<file path="src/rtl/aidc_lite_comp_pkg.sv">
// ----------------------------------------------------------------------------
// aidc_lite_comp_pkg
//
// Shared definitions for the compressor result selector:
//   sel_state_t    : selector FSM state encoding
//   SEL_SR         : selection code for the SR compressor
//   SEL_ZRLE       : selection code for the ZRLE compressor
//   SEL_NONE       : selection code when no compressor result is usable
//   COMP_BUF_DEPTH : entries per compressor result buffer
// ----------------------------------------------------------------------------
package aidc_lite_comp_pkg;

    typedef enum logic [2:0] {
        ST_IDLE    = 3'd0,
        ST_COLLECT = 3'd1,
        ST_DRAIN   = 3'd2,
        ST_SELECT  = 3'd3,
        ST_READ    = 3'd4
    } sel_state_t;

    localparam logic [1:0] SEL_SR   = 2'd0;
    localparam logic [1:0] SEL_ZRLE = 2'd1;
    localparam logic [1:0] SEL_NONE = 2'd3;

    localparam int COMP_BUF_DEPTH = 16;

endpackage

</file>
<file path="src/rtl/aidc_lite_comp_size_trk.sv">
// ----------------------------------------------------------------------------
// aidc_lite_comp_size_trk
//
// Tracks how many result-buffer entries one compressor has written for the
// current block. The count is the highest written address plus one, so it
// is insensitive to the order in which the compressor writes its entries.
//
// Ports:
//   clk    : clock
//   rst    : synchronous active-high reset
//   clr    : clear the count (block start)
//   en     : writes are counted only while this is high
//   wren   : buffer write strobe
//   waddr  : buffer write address
//   cnt    : entries written so far (0..BUF_DEPTH)
// ----------------------------------------------------------------------------
module aidc_lite_comp_size_trk #(
    parameter int AW = 4
) (
    input  logic          clk,
    input  logic          rst,
    input  logic          clr,
    input  logic          en,
    input  logic          wren,
    input  logic [AW-1:0] waddr,
    output logic [AW:0]   cnt
);

    logic [AW:0] addr_plus1;

    assign addr_plus1 = {1'b0, waddr} + {{AW{1'b0}}, 1'b1};

    always_ff @(posedge clk) begin
        if (rst || clr) begin
            cnt <= '0;
        end else if (en && wren && (addr_plus1 > cnt)) begin
            cnt <= addr_plus1;
        end
    end

endmodule

</file>
<file path="src/rtl/aidc_lite_comp_sel.sv">
// ----------------------------------------------------------------------------
// aidc_lite_comp_sel
//
// Result selector and drain stage behind the SR and ZRLE compressors. While a
// block is being compressed it tracks how many buffer entries each compressor
// wrote; once the compressors have flushed it picks the smallest non-failed
// result and serves it to the engine as a stream of 32-bit words.
//
// Ports:
//   clk, rst              : clock, synchronous active-high reset
//   sop_i, eop_i          : engine block start / block end strobes
//   c0_wren_i, c0_waddr_i : SR result buffer write strobe / address
//   c0_fail_i             : SR failed (sampled when the decision is made)
//   c1_wren_i, c1_waddr_i : ZRLE result buffer write strobe / address
//   c1_fail_i             : ZRLE failed (sampled when the decision is made)
//   c0_raddr_o, c0_rdata_i: SR buffer read port (data 1 cycle after address)
//   c1_raddr_o, c1_rdata_i: ZRLE buffer read port (data 1 cycle after address)
//   ready_o               : a result is selected and readable
//   sel_o                 : selected compressor (SEL_SR / SEL_ZRLE / SEL_NONE)
//   fail_o                : both compressors failed, block goes uncompressed
//   len_o                 : result length in 32-bit words
//   rden_i                : engine read request, one word per cycle
//   rvalid_o, rdata_o     : read word and its valid, 1 cycle after rden_i
//   state_o               : current FSM state, for observation
//
// Read handshake: a word request is accepted in any cycle where rden_i = 1,
// ready_o = 1, the FSM is in READ and fewer than len_o words have been taken.
// Exactly one cycle after each accepted request rvalid_o = 1 with that word
// on rdata_o; there is no back-pressure on the return path, and a request
// that is not accepted produces nothing (rdata_o stays 0 while rvalid_o = 0).
// ----------------------------------------------------------------------------
module aidc_lite_comp_sel
    import aidc_lite_comp_pkg::*;
#(
    parameter int DRAIN_LAT = 2,
    parameter int BUF_DEPTH = COMP_BUF_DEPTH
) (
    input  logic                         clk,
    input  logic                         rst,
    input  logic                         sop_i,
    input  logic                         eop_i,
    input  logic                         c0_wren_i,
    input  logic [$clog2(BUF_DEPTH)-1:0] c0_waddr_i,
    input  logic                         c0_fail_i,
    input  logic                         c1_wren_i,
    input  logic [$clog2(BUF_DEPTH)-1:0] c1_waddr_i,
    input  logic                         c1_fail_i,
    output logic [$clog2(BUF_DEPTH)-1:0] c0_raddr_o,
    input  logic [63:0]                  c0_rdata_i,
    output logic [$clog2(BUF_DEPTH)-1:0] c1_raddr_o,
    input  logic [63:0]                  c1_rdata_i,
    output logic                         ready_o,
    output logic [1:0]                   sel_o,
    output logic                         fail_o,
    output logic [$clog2(BUF_DEPTH)+1:0] len_o,
    input  logic                         rden_i,
    output logic                         rvalid_o,
    output logic [31:0]                  rdata_o,
    output sel_state_t                   state_o
);

    localparam int AW = $clog2(BUF_DEPTH);
    localparam int LW = AW + 2;
    localparam logic [2:0] DRAIN_LAST = 3'(DRAIN_LAT - 1);

    sel_state_t    state;
    logic [2:0]    dcnt;
    logic [1:0]    sel_q;
    logic          fail_q;
    logic [LW-1:0] len_q;
    logic          ready_q;
    logic [LW-1:0] rp;
    logic          half_q;
    logic          rvalid_q;

    logic [AW:0]   cnt0;
    logic [AW:0]   cnt1;
    logic          trk_en;

    logic          elig0;
    logic          elig1;
    logic [1:0]    pick_sel;
    logic [AW:0]   pick_cnt;

    logic          rd_accept;
    logic [63:0]   sel_word;

    // Compressor writes still land in the buffers during DRAIN (their
    // pipelines flush after eop), so both phases are counted.
    assign trk_en = (state == ST_COLLECT) || (state == ST_DRAIN);

    aidc_lite_comp_size_trk #(.AW(AW)) u_trk_sr (
        .clk   (clk),
        .rst   (rst),
        .clr   (sop_i),
        .en    (trk_en),
        .wren  (c0_wren_i),
        .waddr (c0_waddr_i),
        .cnt   (cnt0)
    );

    aidc_lite_comp_size_trk #(.AW(AW)) u_trk_zrle (
        .clk   (clk),
        .rst   (rst),
        .clr   (sop_i),
        .en    (trk_en),
        .wren  (c1_wren_i),
        .waddr (c1_waddr_i),
        .cnt   (cnt1)
    );

    // Smallest usable result wins; SR wins ties.
    assign elig0 = !c0_fail_i && (cnt0 != '0);
    assign elig1 = !c1_fail_i && (cnt1 != '0);

    always_comb begin
        pick_sel = SEL_NONE;
        pick_cnt = '0;
        if (elig0 && (!elig1 || (cnt0 <= cnt1))) begin
            pick_sel = SEL_SR;
            pick_cnt = cnt0;
        end else if (elig1) begin
            pick_sel = SEL_ZRLE;
            pick_cnt = cnt1;
        end
    end

    // With no usable result len_q is 0, so nothing is ever accepted.
    assign rd_accept = (state == ST_READ) && ready_q && rden_i && (rp < len_q);

    // FSM plus all registered outputs.
    always_ff @(posedge clk) begin
        if (rst) begin
            state    <= ST_IDLE;
            dcnt     <= '0;
            sel_q    <= SEL_NONE;
            fail_q   <= 1'b0;
            len_q    <= '0;
            ready_q  <= 1'b0;
            rp       <= '0;
            half_q   <= 1'b0;
            rvalid_q <= 1'b0;
        end else begin
            rvalid_q <= rd_accept;
            if (rd_accept) begin
                half_q <= rp[0];
                rp     <= rp + LW'(1);
            end

            if (sop_i) begin
                // A new block aborts whatever was in progress.
                rp      <= '0;
                ready_q <= 1'b0;
                dcnt    <= '0;
                state   <= eop_i ? ST_DRAIN : ST_COLLECT;
            end else begin
                case (state)
                    ST_IDLE: begin
                    end
                    ST_COLLECT: begin
                        if (eop_i) begin
                            dcnt  <= '0;
                            state <= ST_DRAIN;
                        end
                    end
                    ST_DRAIN: begin
                        if (dcnt == DRAIN_LAST) begin
                            state <= ST_SELECT;
                        end else begin
                            dcnt <= dcnt + 3'd1;
                        end
                    end
                    ST_SELECT: begin
                        sel_q   <= pick_sel;
                        fail_q  <= (pick_sel == SEL_NONE);
                        len_q   <= {pick_cnt, 1'b0};
                        ready_q <= 1'b1;
                        rp      <= '0;
                        state   <= ST_READ;
                    end
                    ST_READ: begin
                        // The failed case never accepts, so it stays here
                        // with ready_q high until the next block start.
                        if (rd_accept && ((rp + LW'(1)) == len_q)) begin
                            ready_q <= 1'b0;
                            state   <= ST_IDLE;
                        end
                    end
                    default: begin
                        state <= ST_IDLE;
                    end
                endcase
            end
        end
    end

    // Each 64-bit entry holds two words: word rp lives in entry rp/2.
    assign c0_raddr_o = (rd_accept && (sel_q == SEL_SR))   ? rp[AW:1] : '0;
    assign c1_raddr_o = (rd_accept && (sel_q == SEL_ZRLE)) ? rp[AW:1] : '0;

    always_comb begin
        sel_word = '0;
        rdata_o  = '0;
        if (rvalid_q) begin
            sel_word = (sel_q == SEL_ZRLE) ? c1_rdata_i : c0_rdata_i;
            rdata_o  = half_q ? sel_word[63:32] : sel_word[31:0];
        end
    end

    assign ready_o  = ready_q;
    assign sel_o    = sel_q;
    assign fail_o   = fail_q;
    assign len_o    = len_q;
    assign rvalid_o = rvalid_q;
    assign state_o  = state;

endmodule
</file>
<file path="config.mk">
export PLATFORM = sky130hd
export DESIGN_NAME = aidc_lite_comp_sel
export DESIGN_NICKNAME = d
export VERILOG_FILES = /design/src/rtl/aidc_lite_comp_pkg.sv /design/src/rtl/aidc_lite_comp_size_trk.sv /design/src/rtl/aidc_lite_comp_sel.sv
export SDC_FILE = /design/constraint.sdc
export NUM_CORES = 1
export LEC_CHECK = 0
export BUFFER_PORTS_ARGS = -buffer_cell sky130_fd_sc_hd__buf_2
export CAP_MARGIN = 20
export CELL_PAD_IN_SITES_DETAIL_PLACEMENT = 1
export CELL_PAD_IN_SITES_GLOBAL_PLACEMENT = 2
export CORE_ASPECT_RATIO = 1.4
export CORE_MARGIN = 3
export CORE_UTILIZATION = 26
export DETAILED_ROUTE_END_ITERATION = 10
export PLACE_DENSITY = 0.85
export SLEW_MARGIN = 10
export SYNTH_ARGS = -nofsm -noshare
export SYNTH_HDL_FRONTEND = slang
export SYNTH_SLANG_ARGS = --single-unit
</file>
<file path="constraint.sdc">
create_clock -name clk -period 4.8 [get_ports clk]
set_input_delay 0.48 -clock clk [delete_from_list [all_inputs] [get_ports clk]]
set_output_delay 0.48 -clock clk [all_outputs]
set_load 0.005 [all_outputs]
</file>
-- Yosys cells after proc, flatten, opt, wreduce, memory -nomap -nowiden
Cells that the tools add are included.
- bitwise logic cells: 1
- eq/ne operators: 15
- order comparisons: 4
- add/subtract/negate cells: 4
- muxes and demuxes: 20
- reduce and logical (&&, ||, !) cells: 31
- operator list (kind ; number):
    2-to-1 mux 32 bit ; 2
    2-to-1 mux 64 bit ; 1
    2-to-1 mux 3 bit ; 6
    one-hot mux 3 bit (5 select lines) ; 1
    logical AND 1 bit ; 13
    adder 4 x 1 -> 5 bit (second input constant) ; 2
    > comparator 5 bit ; 2
    2-to-1 mux 5 bit ; 2
    nonzero test 5 bit ; 2
    2-to-1 mux 4 bit ; 2
    adder 6 x 1 -> 6 bit (second input constant) ; 1
    equality test 3 x 1 -> 1 bit (second input constant) ; 2
    equality test 3 x 2 -> 1 bit (second input constant) ; 2
    equality test 6 bit ; 1
    < comparator 6 bit ; 1
    2-to-1 mux 2 bit ; 3
    inequality test 2 bit (second input constant) ; 3
    inequality test 3 x 2 -> 1 bit (second input constant) ; 2
    one-hot mux 3 bit (2 select lines) ; 1
    less-or-equal comparator 5 bit ; 1
    AND reduction 2 bit ; 2
    AND reduction 4 bit ; 1
    nonzero test 2 bit ; 2
    adder 3 x 1 -> 3 bit (second input constant) ; 1
    15 further kinds ; 19
- logic and storage cells: 86
- flip-flop bits (word level): 33

-- Logic depth before layout (Yosys ltp)
- word-level depth: 8
- gate-level depth with buffers: 8

-- By module
A second synthesis with hierarchy kept.
- cell total of the unflattened synthesis: 353
- area total of the unflattened synthesis: 3353.2 µm²
- modules (own cells, without submodules) (module ; times used ; cells an instance ; area an instance (µm²)):
    aidc_lite_comp_sel ; 1 ; 267 ; 2615.0
    aidc_lite_comp_size_trk ; 2 ; 43 ; 369.1

-- Worst setup path before layout
OpenSTA, ideal clock, no wires.
- path type: register to output
- start: register len_q[3], in the netlist len_o[3]
- end: output c1_raddr_o[0]
- setup slack: 2.717 ns
- data arrival time: 1.603 ns
- data required time: 4.320 ns
- buffers on the path: 1
- stages on the path, launching flop included: 8
- path through: dfxtp_1 -> inv_1 -> ha_1 -> a21oi_1 -> o21ai_2 -> a31oi_4 -> clkbuf_2 -> and3_1
- cells in the longest elaborated chain, start to end: 4
- ends and longest elaborated chain (item ; RTL line ; source):
    start: declaration ; aidc_lite_comp_sel.sv:70 ; logic [LW-1:0] len_q;
    start signal: assignment ; aidc_lite_comp_sel.sv:176 ; len_q <= {pick_cnt, 1'b0};
    < comparator 6 bit ; aidc_lite_comp_sel.sv:129 ; assign rd_accept = (state == ST_READ) && ready_q && rden_i && (rp < len_q);
    logical AND 1 bit ; aidc_lite_comp_sel.sv:129 ;
    logical AND 1 bit ; aidc_lite_comp_sel.sv:199 ; assign c1_raddr_o = (rd_accept && (sel_q == SEL_ZRLE)) ? rp[AW:1] : '0;
    2-to-1 mux 4 bit ; aidc_lite_comp_sel.sv:199 ;
    end: declaration ; aidc_lite_comp_sel.sv:50 ; output logic [$clog2(BUF_DEPTH)-1:0] c1_raddr_o,
Every way passes these cells.

-- Worst setup path after layout
- start: register sel_q[0], in the netlist sel_o[0]
- end: output rdata_o[27]
- cells in the longest elaborated chain, start to end: 4
- ends and longest elaborated chain (item ; RTL line ; source):
    start: declaration ; aidc_lite_comp_sel.sv:68 ; logic [1:0] sel_q;
    start signal: assignment ; aidc_lite_comp_sel.sv:174 ; sel_q <= pick_sel;
    equality test 2 x 1 -> 1 bit ; aidc_lite_comp_sel.sv:205 ; sel_word = (sel_q == SEL_ZRLE) ? c1_rdata_i : c0_rdata_i;
    2-to-1 mux 64 bit ; aidc_lite_comp_sel.sv:205 ;
    2-to-1 mux 32 bit ; aidc_lite_comp_sel.sv:206 ; rdata_o = half_q ? sel_word[63:32] : sel_word[31:0];
    2-to-1 mux 32 bit ; aidc_lite_comp_sel.sv:204 ; if (rvalid_q) begin
    end: declaration ; aidc_lite_comp_sel.sv:58 ; output logic [31:0] rdata_o,
Every way passes these cells.

==> impl_metrics.csv <==
group,metric,value,unit
global_routing,grt_max_degree,34,
drt,ant_nets,0,
die,die_h,140,um
timing,worst_slack,1.63,ns
timing,worst_pin_slew,0.929,ns
logic_synthesis,synth_cell_types,54,
critical_path,critical_path.startpoint_type,"flop",
critical_path,path_buf_inv,2,
placed_design,gp_congestion,0.916,
cells_and_area,final_area,4560,um2
min_path,hold_depth,2,
cells_and_area,final_cell_mix,"buf_2, dfxtp_1, mux4_2, and2_1, nand2_1",
power,powerDensity,166,nW/um2
logic_synthesis,async_flop_share,0,
cts,clock-sinks,33,
cts,ctsRootBufferMaster,"clkbuf_16",
cells_and_area,area_growth,36.3,%
logic_synthesis,yosys.area.top_type,"mux4_2",
cells_and_area,drive_gt1_frac,0.459,
min_path,hp-class,"reg -> reg",
critical_path,required,4.32,ns
drt,drt-pass1-iter-count,4,
critical_path,critPathTopFamily,"simple AND/OR/NAND/NOR gates",
drt,top_layer,"met4",
critical_path,crit_chain,"nor2b_4, buf_4, mux4_2, and2_1, buf_2",
min_path,min_to,"ready_o",
cts,cts_resized,0,
drt,wl_per_cell,19.9,um
critical_path,cp_max_fo,26,
die,dieArea,14300,um2
logic_synthesis,syn_area,3350,um2
cts,ctsHoldBuffers,0,
cells_and_area,final_common_cell,"buf_2",
critical_path,arrival,2.69,ns
die,dieWidth,102,um
timing,setup_viol,0,
logic_synthesis,ys_seq_area_frac,0.197,
critical_path,timing.rr.start,"rp[3]",
timing,slew_headroom,0.379,
cts,clkTransAtPathRegs,0.05,ns
timing,final-hold-violation-count,0,
global_routing,grt-ovfl-total,0,
cts,htree_num_levels,2,
cts,clockBufferDepth,2,
drt,via_count,3569,
global_routing,grt_pass1_vias,3960,
logic_synthesis,syn_nets,524,
placed_design,hpwl,11.8,mm
placed_design,dp_worst_setup_slack,1.83,ns
min_path,hp-start,"ready_o",
drt,wl,13.8,mm
logic_synthesis,syn-mean-instance-area,9.43,um2
critical_path,rrSetupSlack,2.81,ns
logic_synthesis,synth_edf_count,0,
cts,cts_tree,"built",
die,num_rows,48,
global_routing,grt.total_usage,0.188,
drt,route.met2.wl,6.93,mm
critical_path,r2r-end,"state_o[2]",
outcome,status,"finished, final reports clean",
logic_synthesis,ys.flop_type,"dfxtp_1",
drt,drt-initial-drc-count,97,
placed_design,placed_cell_area,4420,um2
timing,fin_setup_tns,0,ns
timing,fmax,0.315,GHz
timing,final_max_slew_viol_count,0,
cells_and_area,n_antenna_cell,0,
timing,min_period,3.17,ns
global_routing,grt_pass1_wl,20.7,mm
logic_synthesis,ys_top_cells_by_area,"mux4_2, dfxtp_1, ha_1",
timing,rsz0062_at_grt,"no",
cts,cts_buffers,5,
critical_path,reg2reg_depth,6,
cts,cts_setup_buffers,0,
critical_path,crit_slowest_cell,"nor2b_4",
critical_path,critPathKind,"reg -> out",
critical_path,critPathCaptureType,"output port",
logic_synthesis,syn_inst,355,
placed_design,io_buffer_count,197,
timing,clock_skew,0.00368,ns
logic_synthesis,yosysTopAreaCellShare,0.215,
die,start_util,0.269,
power,peakVddDrop,0.000123,V
global_routing,grt_antenna_before_repair,0,
drt,drc,0,
drt,wl_met3,1.69,mm
drt,viasPerCell,5.16,
logic_synthesis,ys_seq_elements,33,
drt,met1_length,4.81,mm
job,maxCapViolCount,0,
power,p_leak,2.07,nW
die,core,12400,um2
cells_and_area,nNetsFinal,710,
critical_path,cpPeakStageDelay,0.79,ns
timing,min_period_over_period,0.661,
logic_synthesis,yosysWarnings,0,
die,io-pin-count,199,
cts,clock_latency,0.28,ns
[worst reg2reg max path: cells and delay by family (launching register included)]
family	cells	cell delay [ns]
fa+ha+maj	1	0.31
compound gates	4	0.76
flops	1	0.49
simple gates	1	0.31
[cell families after synthesis]
| family | synth area share |
|---|---|
| muxes | 0.251 |
| adders and majority gates | 0.0897 |
| other | 0.00112 |
| buffers and inverters | 0.0576 |
| xor gates and xnor gates | 0.0393 |
| DFF | 0.197 |
| and+or+nand+nor | 0.232 |
| AOI/OAI and AO/OA | 0.132 |
[flip-flops by register name, summed over array words and instances, names as in the netlist]
register and cells:
dcnt 3, rvalid_o 1, fail_o 1, half_q 1, u_trk_zrle.cnt 5, state_o 3
sel_o 2, ready_o 1, u_trk_sr.cnt 5, rp 6, len_o 5
[power by group]
group          leakage, nW  internal, mW  switching, mW
registers            0.266         0.277        0.00456
clock network       0.0706         0.190          0.123
logic                 1.73        0.0892         0.0717
[synthesized netlist by cell type, types with 4 or more instances]
cell,number
a211oi_1,8
a21oi_1,17
and2_1,32
and3_1,12
buf_6,5
clkbuf_1,10
dfxtp_1,33
ha_1,24
inv_1,19
mux2i_1,12
mux4_2,32
nand2_1,30
nand2b_1,7
nand3_1,10
nor2_1,20
nor2b_1,6
nor3_1,6
o211ai_1,4
xnor2_1,12
[worst max path at each step]
stage / start / end / slack (ns) / cells after the start
final: sel_o[0] / rdata_o[27] / 1.63 / 5
after global routing: sel_o[0] / rdata_o[27] / 1.36 / 5
after CTS: sel_o[0] / rdata_o[27] / 1.51 / 5
after detailed placement: sel_o[0] / rdata_o[27] / 1.83 / 5
after global placement: sel_o[0] / rdata_o[0] / 1.95 / 5
after floorplan: len_o[3] / c1_raddr_o[0] / 2.72 / 7
[final cells by class]
class,count,area (um2)
Fill cell,1495,7870
Multi-Input combinational cell,283,2500
Timing Repair Buffer,199,1000
Sequential cell,33,661
Tap cell,150,188
Clock buffer,6,129
Inverter,19,71.3
Clock inverter,2,10.0
[layer usage]
metal / global-route usage / vias up
met5: 0 / -
met4: 0.0601 / 0
met3: 0.0688 / 24
met2: 0.349 / 168
met1: 0.191 / 1702
li1: - / 1675
[through the flow]
step                hold WS, ns  std cells  power, mW   util
floorplan                 0.448        355      0.368      -
global placement          0.455        684      0.444  0.356
detailed placement        0.468        684      0.449  0.356
CTS                       0.480        692      0.768  0.367
global route              0.520        692      0.792  0.367
finish                    0.474        692      0.756  0.367
Power figures use the tool's default switching activity.
